==> config.mk <==
export PLATFORM = sky130hd
export DESIGN_NAME = hazard_md_ctrl_flat
export DESIGN_NICKNAME = d
export VERILOG_FILES = /design/src/rtl/mips_pipe_pkg.sv /design/src/rtl/hazard_md_ctrl_if.sv /design/src/rtl/md_busy_seq.sv /design/src/rtl/hazard_md_ctrl.sv /design/src/flat_wrapper.sv
export SDC_FILE = /design/constraint.sdc
export NUM_CORES = 1
export LEC_CHECK = 0
export ABC_AREA = 1
export BUFFER_PORTS_ARGS = -buffer_cell sky130_fd_sc_hd__buf_4
export CELL_PAD_IN_SITES_DETAIL_PLACEMENT = 1
export CELL_PAD_IN_SITES_GLOBAL_PLACEMENT = 1
export CORE_ASPECT_RATIO = 1.4
export CORE_MARGIN = 8
export CORE_UTILIZATION = 32
export DETAILED_ROUTE_END_ITERATION = 8
export PLACE_DENSITY_LB_ADDON = 0.1
export SLEW_MARGIN = 40
export SYNTH_ARGS = -nofsm -noshare
export SYNTH_HDL_FRONTEND = slang
export SYNTH_SLANG_ARGS = --single-unit
==> constraint.sdc <==
create_clock -name clk -period 1.55 [get_ports clk]
set_input_delay 0 -clock clk [delete_from_list [all_inputs] [get_ports clk]]
set_output_delay 0 -clock clk [all_outputs]
set_load 0.01 [all_outputs]
==> src/rtl/mips_pipe_pkg.sv <==
// Shared pipeline definitions for the 5-stage MIPS core control blocks.
// Holds the Tuse/Tnew encoding, register index width and the default
// multiply/divide latencies used by the hazard and md sequencing logic.
package mips_pipe_pkg;

  localparam int REG_W        = 5;
  localparam int MULT_CYC_DEF = 5;
  localparam int DIV_CYC_DEF  = 10;

  typedef logic [1:0]       tuse_t;
  typedef logic [REG_W-1:0] reg_idx_t;

  // Tuse value meaning "operand not read"; larger than any Tnew, so never stalls.
  localparam tuse_t TUSE_NONE = 2'd3;

endpackage

==> src/rtl/hazard_md_ctrl_if.sv <==
// Bundle between the pipeline datapath and the hazard/md controller.
//   master : datapath side, drives the D/E/M stage hazard information and
//            receives the enables, clears and status.
//   slave  : controller side (hazard_md_ctrl).
interface hazard_md_ctrl_if
  import mips_pipe_pkg::*;
#(
  parameter int PERF_W = 32
);
  reg_idx_t          rs_d;
  reg_idx_t          rt_d;
  tuse_t             tuse_rs_d;
  tuse_t             tuse_rt_d;
  logic              md_use_d;
  reg_idx_t          a3_e;
  tuse_t             tnew_e;
  logic              regwrite_e;
  reg_idx_t          a3_m;
  tuse_t             tnew_m;
  logic              regwrite_m;
  logic              md_start_e;
  logic              md_is_div_e;
  logic              pc_en;
  logic              d_en;
  logic              e_clr;
  logic              stall;
  logic              md_busy;
  logic              md_done;
  logic              md_overlap_err;
  logic [PERF_W-1:0] stall_cnt;

  modport master (
    output rs_d, rt_d, tuse_rs_d, tuse_rt_d, md_use_d,
           a3_e, tnew_e, regwrite_e, a3_m, tnew_m, regwrite_m,
           md_start_e, md_is_div_e,
    input  pc_en, d_en, e_clr, stall, md_busy, md_done, md_overlap_err, stall_cnt
  );

  modport slave (
    input  rs_d, rt_d, tuse_rs_d, tuse_rt_d, md_use_d,
           a3_e, tnew_e, regwrite_e, a3_m, tnew_m, regwrite_m,
           md_start_e, md_is_div_e,
    output pc_en, d_en, e_clr, stall, md_busy, md_done, md_overlap_err, stall_cnt
  );
endinterface

==> src/rtl/md_busy_seq.sv <==
// Multiply/divide busy sequencer.
// Ports:
//   clk, reset          : clock, synchronous active-high reset
//   md_start_i          : mult/div starting in E this cycle
//   md_is_div_i         : 1 = div/divu, 0 = mult/multu
//   md_busy_o           : unit busy (counter non-zero)
//   md_done_o           : last busy cycle
//   md_overlap_err_o    : sticky, a start arrived while busy
module md_busy_seq
  import mips_pipe_pkg::*;
#(
  parameter int MULT_CYC = MULT_CYC_DEF,
  parameter int DIV_CYC  = DIV_CYC_DEF,
  parameter int CNT_W    = 4
) (
  input  logic clk,
  input  logic reset,
  input  logic md_start_i,
  input  logic md_is_div_i,
  output logic md_busy_o,
  output logic md_done_o,
  output logic md_overlap_err_o
);

  logic [CNT_W-1:0] cnt_q, cnt_d;
  logic             err_q, err_d;

  assign md_busy_o        = (cnt_q != '0);
  assign md_done_o        = (cnt_q == CNT_W'(1));
  assign md_overlap_err_o = err_q;

  always_comb begin
    cnt_d = cnt_q;
    err_d = err_q;
    if (md_start_i) begin
      // A start always reloads, even on top of a running operation.
      cnt_d = md_is_div_i ? CNT_W'(DIV_CYC) : CNT_W'(MULT_CYC);
      err_d = err_q | md_busy_o;
    end else if (cnt_q != '0) begin
      cnt_d = cnt_q - CNT_W'(1);
    end
  end

  always_ff @(posedge clk) begin
    if (reset) begin
      cnt_q <= '0;
      err_q <= 1'b0;
    end else begin
      cnt_q <= cnt_d;
      err_q <= err_d;
    end
  end

endmodule

==> src/rtl/hazard_md_ctrl.sv <==
// Pipeline sequencing controller: decides F/D hold and E bubble from
// register hazards (Tuse/Tnew against E and M) and the mult/div busy state,
// drives PC/D_REG enables and the E_REG clear, and counts stalled cycles.
// Ports:
//   clk, reset : clock, synchronous active-high reset
//   bus        : hazard_md_ctrl_if.slave (stage hazard info in, enables,
//                md status and stall counter out)
module hazard_md_ctrl
  import mips_pipe_pkg::*;
#(
  parameter int MULT_CYC = MULT_CYC_DEF,
  parameter int DIV_CYC  = DIV_CYC_DEF,
  parameter int CNT_W    = 4,
  parameter int PERF_W   = 32
) (
  input  logic             clk,
  input  logic             reset,
  hazard_md_ctrl_if.slave  bus
);

  logic              hz_rs, hz_rt, hz_md, stall;
  logic              md_busy, md_done, md_err;
  logic [PERF_W-1:0] stall_cnt_q, stall_cnt_d;

  // A producer blocks the reader only if its result appears later than the
  // reader needs it. $0 is never a real dependency.
  function automatic logic reg_hazard(
    input reg_idx_t src, input tuse_t tuse,
    input logic we_e, input reg_idx_t a3e, input tuse_t tne,
    input logic we_m, input reg_idx_t a3m, input tuse_t tnm
  );
    return (src != '0) &&
           ((we_e && (a3e == src) && (tne > tuse)) ||
            (we_m && (a3m == src) && (tnm > tuse)));
  endfunction

  md_busy_seq #(
    .MULT_CYC (MULT_CYC),
    .DIV_CYC  (DIV_CYC),
    .CNT_W    (CNT_W)
  ) u_md_seq (
    .clk              (clk),
    .reset            (reset),
    .md_start_i       (bus.md_start_e),
    .md_is_div_i      (bus.md_is_div_e),
    .md_busy_o        (md_busy),
    .md_done_o        (md_done),
    .md_overlap_err_o (md_err)
  );

  always_comb begin
    hz_rs = reg_hazard(bus.rs_d, bus.tuse_rs_d, bus.regwrite_e, bus.a3_e, bus.tnew_e,
                       bus.regwrite_m, bus.a3_m, bus.tnew_m);
    hz_rt = reg_hazard(bus.rt_d, bus.tuse_rt_d, bus.regwrite_e, bus.a3_e, bus.tnew_e,
                       bus.regwrite_m, bus.a3_m, bus.tnew_m);
    // While reset is held the busy counter is being discarded, so only a
    // start in E can still block an HI/LO user in D.
    hz_md = bus.md_use_d & ((md_busy & ~reset) | bus.md_start_e);
    stall = hz_rs | hz_rt | hz_md;
  end

  always_comb begin
    stall_cnt_d = stall_cnt_q;
    if (stall && (stall_cnt_q != '1)) stall_cnt_d = stall_cnt_q + PERF_W'(1);
  end

  always_ff @(posedge clk) begin
    if (reset) stall_cnt_q <= '0;
    else       stall_cnt_q <= stall_cnt_d;
  end

  assign bus.stall          = stall;
  assign bus.pc_en          = ~stall;
  assign bus.d_en           = ~stall;
  assign bus.e_clr          = stall;
  assign bus.md_busy        = md_busy;
  assign bus.md_done        = md_done;
  assign bus.md_overlap_err = md_err;
  assign bus.stall_cnt      = stall_cnt_q;

endmodule

==> src/flat_wrapper.sv <==
// flat-port wrapper written by rule: the top's interface ports become plain ports
module hazard_md_ctrl_flat import mips_pipe_pkg::*;
#(
  parameter int MULT_CYC = MULT_CYC_DEF,
  parameter int DIV_CYC  = DIV_CYC_DEF,
  parameter int CNT_W    = 4,
  parameter int PERF_W   = 32
)
  (clk, reset, bus_rs_d, bus_rt_d, bus_tuse_rs_d, bus_tuse_rt_d, bus_md_use_d, bus_a3_e, bus_tnew_e, bus_regwrite_e, bus_a3_m, bus_tnew_m, bus_regwrite_m, bus_md_start_e, bus_md_is_div_e, bus_pc_en, bus_d_en, bus_e_clr, bus_stall, bus_md_busy, bus_md_done, bus_md_overlap_err, bus_stall_cnt);
  hazard_md_ctrl_if #(.PERF_W(PERF_W)) bus_i ();
  input  logic clk;
  input  logic reset;
  input wire logic [$bits(bus_i.rs_d)-1:0] bus_rs_d;
  input wire logic [$bits(bus_i.rt_d)-1:0] bus_rt_d;
  input wire logic [$bits(bus_i.tuse_rs_d)-1:0] bus_tuse_rs_d;
  input wire logic [$bits(bus_i.tuse_rt_d)-1:0] bus_tuse_rt_d;
  input wire logic [$bits(bus_i.md_use_d)-1:0] bus_md_use_d;
  input wire logic [$bits(bus_i.a3_e)-1:0] bus_a3_e;
  input wire logic [$bits(bus_i.tnew_e)-1:0] bus_tnew_e;
  input wire logic [$bits(bus_i.regwrite_e)-1:0] bus_regwrite_e;
  input wire logic [$bits(bus_i.a3_m)-1:0] bus_a3_m;
  input wire logic [$bits(bus_i.tnew_m)-1:0] bus_tnew_m;
  input wire logic [$bits(bus_i.regwrite_m)-1:0] bus_regwrite_m;
  input wire logic [$bits(bus_i.md_start_e)-1:0] bus_md_start_e;
  input wire logic [$bits(bus_i.md_is_div_e)-1:0] bus_md_is_div_e;
  output wire logic [$bits(bus_i.pc_en)-1:0] bus_pc_en;
  output wire logic [$bits(bus_i.d_en)-1:0] bus_d_en;
  output wire logic [$bits(bus_i.e_clr)-1:0] bus_e_clr;
  output wire logic [$bits(bus_i.stall)-1:0] bus_stall;
  output wire logic [$bits(bus_i.md_busy)-1:0] bus_md_busy;
  output wire logic [$bits(bus_i.md_done)-1:0] bus_md_done;
  output wire logic [$bits(bus_i.md_overlap_err)-1:0] bus_md_overlap_err;
  output wire logic [$bits(bus_i.stall_cnt)-1:0] bus_stall_cnt;
  assign bus_i.rs_d = bus_rs_d;
  assign bus_i.rt_d = bus_rt_d;
  assign bus_i.tuse_rs_d = bus_tuse_rs_d;
  assign bus_i.tuse_rt_d = bus_tuse_rt_d;
  assign bus_i.md_use_d = bus_md_use_d;
  assign bus_i.a3_e = bus_a3_e;
  assign bus_i.tnew_e = bus_tnew_e;
  assign bus_i.regwrite_e = bus_regwrite_e;
  assign bus_i.a3_m = bus_a3_m;
  assign bus_i.tnew_m = bus_tnew_m;
  assign bus_i.regwrite_m = bus_regwrite_m;
  assign bus_i.md_start_e = bus_md_start_e;
  assign bus_i.md_is_div_e = bus_md_is_div_e;
  assign bus_pc_en = bus_i.pc_en;
  assign bus_d_en = bus_i.d_en;
  assign bus_e_clr = bus_i.e_clr;
  assign bus_stall = bus_i.stall;
  assign bus_md_busy = bus_i.md_busy;
  assign bus_md_done = bus_i.md_done;
  assign bus_md_overlap_err = bus_i.md_overlap_err;
  assign bus_stall_cnt = bus_i.stall_cnt;
  hazard_md_ctrl #(.MULT_CYC(MULT_CYC), .DIV_CYC(DIV_CYC), .CNT_W(CNT_W), .PERF_W(PERF_W)) u_core (.clk(clk), .reset(reset), .bus(bus_i));
endmodule
==> impl_metrics.csv <==
group,metric,value,unit
status,status,"finished, violations left",
status,violations,"negative setup slack",
global_route,grt_pass1_vias,3881,
clock_tree,cts_tree,"built",
flow_run,cap_violations,0,
worst_setup_path,path_max_fanout,5,
layout,antenna_cells,0,
global_route,gr-usage-met1,0.182,
clock_tree,clkSinkCount,37,
clock_tree,cts_buffers,5,
logic_synthesis,ys_types,28,
logic_synthesis,synth_top_area_frac,0.266,
hold_path,min_path_type,"input pin to register",
worst_setup_path,worstSetupPathType,"register to register",
global_route,antenna_found_initial,0,
global_route,grt-ovfl-total,0,
global_route,grt_usage,0.183,
global_route,grt_pass1_wl,17.9,mm
global_route,met2_usage,0.357,
logic_synthesis,ys_async_sr_fraction,0,
route,drtIter0Drc,90,
layout,drive_gt1_frac,0.494,
worst_setup_path,path_buf_inv,2,
floorplan,rows,40,
worst_setup_path,cp_slowest_stage_delay,0.41,ns
floorplan,design.core.area,8510,um^2
global_route,met3_usage,0.0348,
logic_synthesis,synthCells,465,
clock_tree,cts_root_buf,"clkbuf_16",
sta,fmax,559,MHz
sta,period_share,1.15,
logic_synthesis,syn_area,2790,um^2
logic_synthesis,avgSynthCellArea,5.99,um^2
worst_setup_path,critical_path_arrival,1.97,ns
worst_setup_path,cp-start-kind,"register",
layout,fin_util,0.583,
logic_synthesis,ys_seq_area_frac,0.266,
logic_synthesis,synth_most_common_cell,"nand2_1",
clock_tree,clockBufferDepth,2,
power,p_leak,2.38,nW
clock_tree,clk_latency,0.29,ns
floorplan,io_pins,74,
logic_synthesis,synth_largest_area_cell,"dfxtp_1",
clock_tree,cts.reportedPaths.clkPinSlew,0.06,ns
place,numPortBuffers,73,
route,via_per_inst,4.99,
place,place_inst,697,
sta,fin_ws,-0.238,ns
route,drt-pass1-iter-count,4,
power,ir_drop,0.645,mV
logic_synthesis,synth.area.top_cells,"dfxtp_1 (27%), nand2_1 (15%), nor2_1 (10%)",
worst_setup_path,path_delay_family,"simple AND/OR/NAND/NOR gates",
logic_synthesis,synth_edf_count,0,
floorplan,die_area,12000,um^2
sta,relSlewSlack,0.733,
worst_setup_path,critPathRequiredTime,1.73,ns
route,dr_total_vias,3629,
floorplan,die_x,94.8,um
global_route,grt_max_degree,33,
power,p_per_area,574,nW/um^2
floorplan,initial_core_util,0.327,
place,place.gp.congestion,0.855,
route,detail_route.wl_per_cell,16.3,um
route,wirelength,11.8,mm
power,total_power,2.85,mW
global_route,grt-busiest-layer,"met2",
clock_tree,htree_levels,2,
place,hpwl,7.94,mm
worst_setup_path,path_cells,"nand2_1 -> nor2_4 -> nand3_4 -> nor2_4 -> nand3_4 -> buf_4 -> inv_4 -> nor2_1 -> a21oi_1 -> nor2_1",
sta,grt_setup_unrepaired,"true",
sta,hold_viol_final,0,
logic_synthesis,ys_ff_latch,37,
sta,setup_viol,36,
sta,finalCriticalPeriod,1.79,ns
logic_synthesis,synth_fp_nets,511,
worst_setup_path,crit_path_top_delay_cell,"dfxtp_2",
route,ant_nets,0,
logic_synthesis,yosys-top-cells-count,"nand2_1 (112), nor2_1 (76), inv_1 (60)",
worst_setup_path,end_kind,"register",
layout,area_delta_synth_final,78.1,%
layout,instances_no_fill,727,
sta,fin_skew,0.00705,ns
floorplan,die_y,126,um
sta,tightest_slew,0.401,ns
logic_synthesis,yosysWarnings,0,
layout,final_nets,667,
route,drcViolationCount,0,
sta,slew_viol_final,0,
logic_synthesis,synthFlopType,"dfxtp_1",
[power breakdown]
part	switching (mW)	leakage, nW	internal, mW
logic	0.401	2.01	0.423
registers	0.0199	0.304	0.976
clock network	0.428	0.0631	0.597
[sequential cells by signal (all words and copies together), names as in the netlist]
register and count:
u_core.u_md_seq.cnt_q 4, u_core.u_md_seq.md_overlap_err_o 1, u_core.bus.stall_cnt 32
[cell type report]
cell class	count	area (um^2)
multi-input cells	343	2170
fillers	1093	3550
well taps	105	131
repair buffers	163	1460
flip-flops and latches	37	757
clock buffers	6	129
clock inverters	2	15.0
inverters	71	299
[kinds of logic (layout without fill, tap and decap cells)]
family,count (synthesis),in the layout,synth area share
flops,37,37,0.266
compound gates,50,50,0.0961
fa+ha+maj,11,11,0.0494
buf+inv,85,242,0.126
simple gates,267,267,0.416
xor+xnor,15,15,0.0472
[tightest hold or removal path: stages]
cell     delay [ns]
buf_4          0.08
nor2_1         0.05
inv_1          0.07
a21oi_1        0.06
[cell usage in the layout (no fill, tap or decap), types with 3 or more instances in the layout]
master     synthesis  layout
nor2_4             2       5
nand2_2            4       9
inv_4              0       8
inv_1             60      43
inv_2             11      19
nor2_2             1       8
nand3_4            2       5
dfxtp_2            0       7
xor2_1             6       6
nand3_2            0      35
a21oi_1           40      14
buf_16             0       5
nand2_1          112      98
o21bai_1           3       3
ha_1              11       9
dfxtp_1           37      28
nand4_1            4       4
o21ai_0            3       3
buf_4              2     143
xnor2_1            9       9
clkbuf_16          0       6
nor3_1             7       6
nand3_1           55      17
buf_12             0       7
buf_6              2       5
nor2_1            76      66
a21oi_2            0      25
nand2_4            0       9
[worst paths after layout]
kind / start / end / slack, ns / cells past startpoint
max: u_core.bus.stall_cnt[6] / u_core.bus.stall_cnt[12] / -0.24 / 10
min reg2reg: u_core.u_md_seq.cnt_q[1] / u_core.u_md_seq.cnt_q[1] / 0.48 / 2
max reg2reg: u_core.bus.stall_cnt[6] / u_core.bus.stall_cnt[12] / -0.24 / 10
min: bus_md_is_div_e / u_core.u_md_seq.cnt_q[0] / 0.01 / 4
[routing by layer]
metal,share of wire,wire (um)
met1,0.37,4390
met2,0.57,6710
met3,0.039,460
met4,0.024,284
met5,0,0
[stage by stage]
step                hold WS (ns)  TNS, ns  worst slack, ns  area, um^2
CTS                      -0.0953    -4.24           -0.151        4620
finish                    0.0112    -5.80           -0.238        4960
global placement           0.210    -4.45           -0.177        4060
detailed placement         0.214    -7.04           -0.266        4060
global route              0.0505    -9.96           -0.352        4960
floorplan                 0.0691   -0.652          -0.0465        2940
[what timing repair did]
| item | in CTS | in global routing |
|---|---|---|
| pin swaps | 31 | 51 |
| gates resized for setup | 52 | 75 |
| cloned | 5 | 1 |
| buffers inserted | 11 | 4 |
| endpoints found under the setup margin | 36 | 36 |
| hold endpoints to repair | 5 | 5 |
Power figures use the tool's default switching activity.
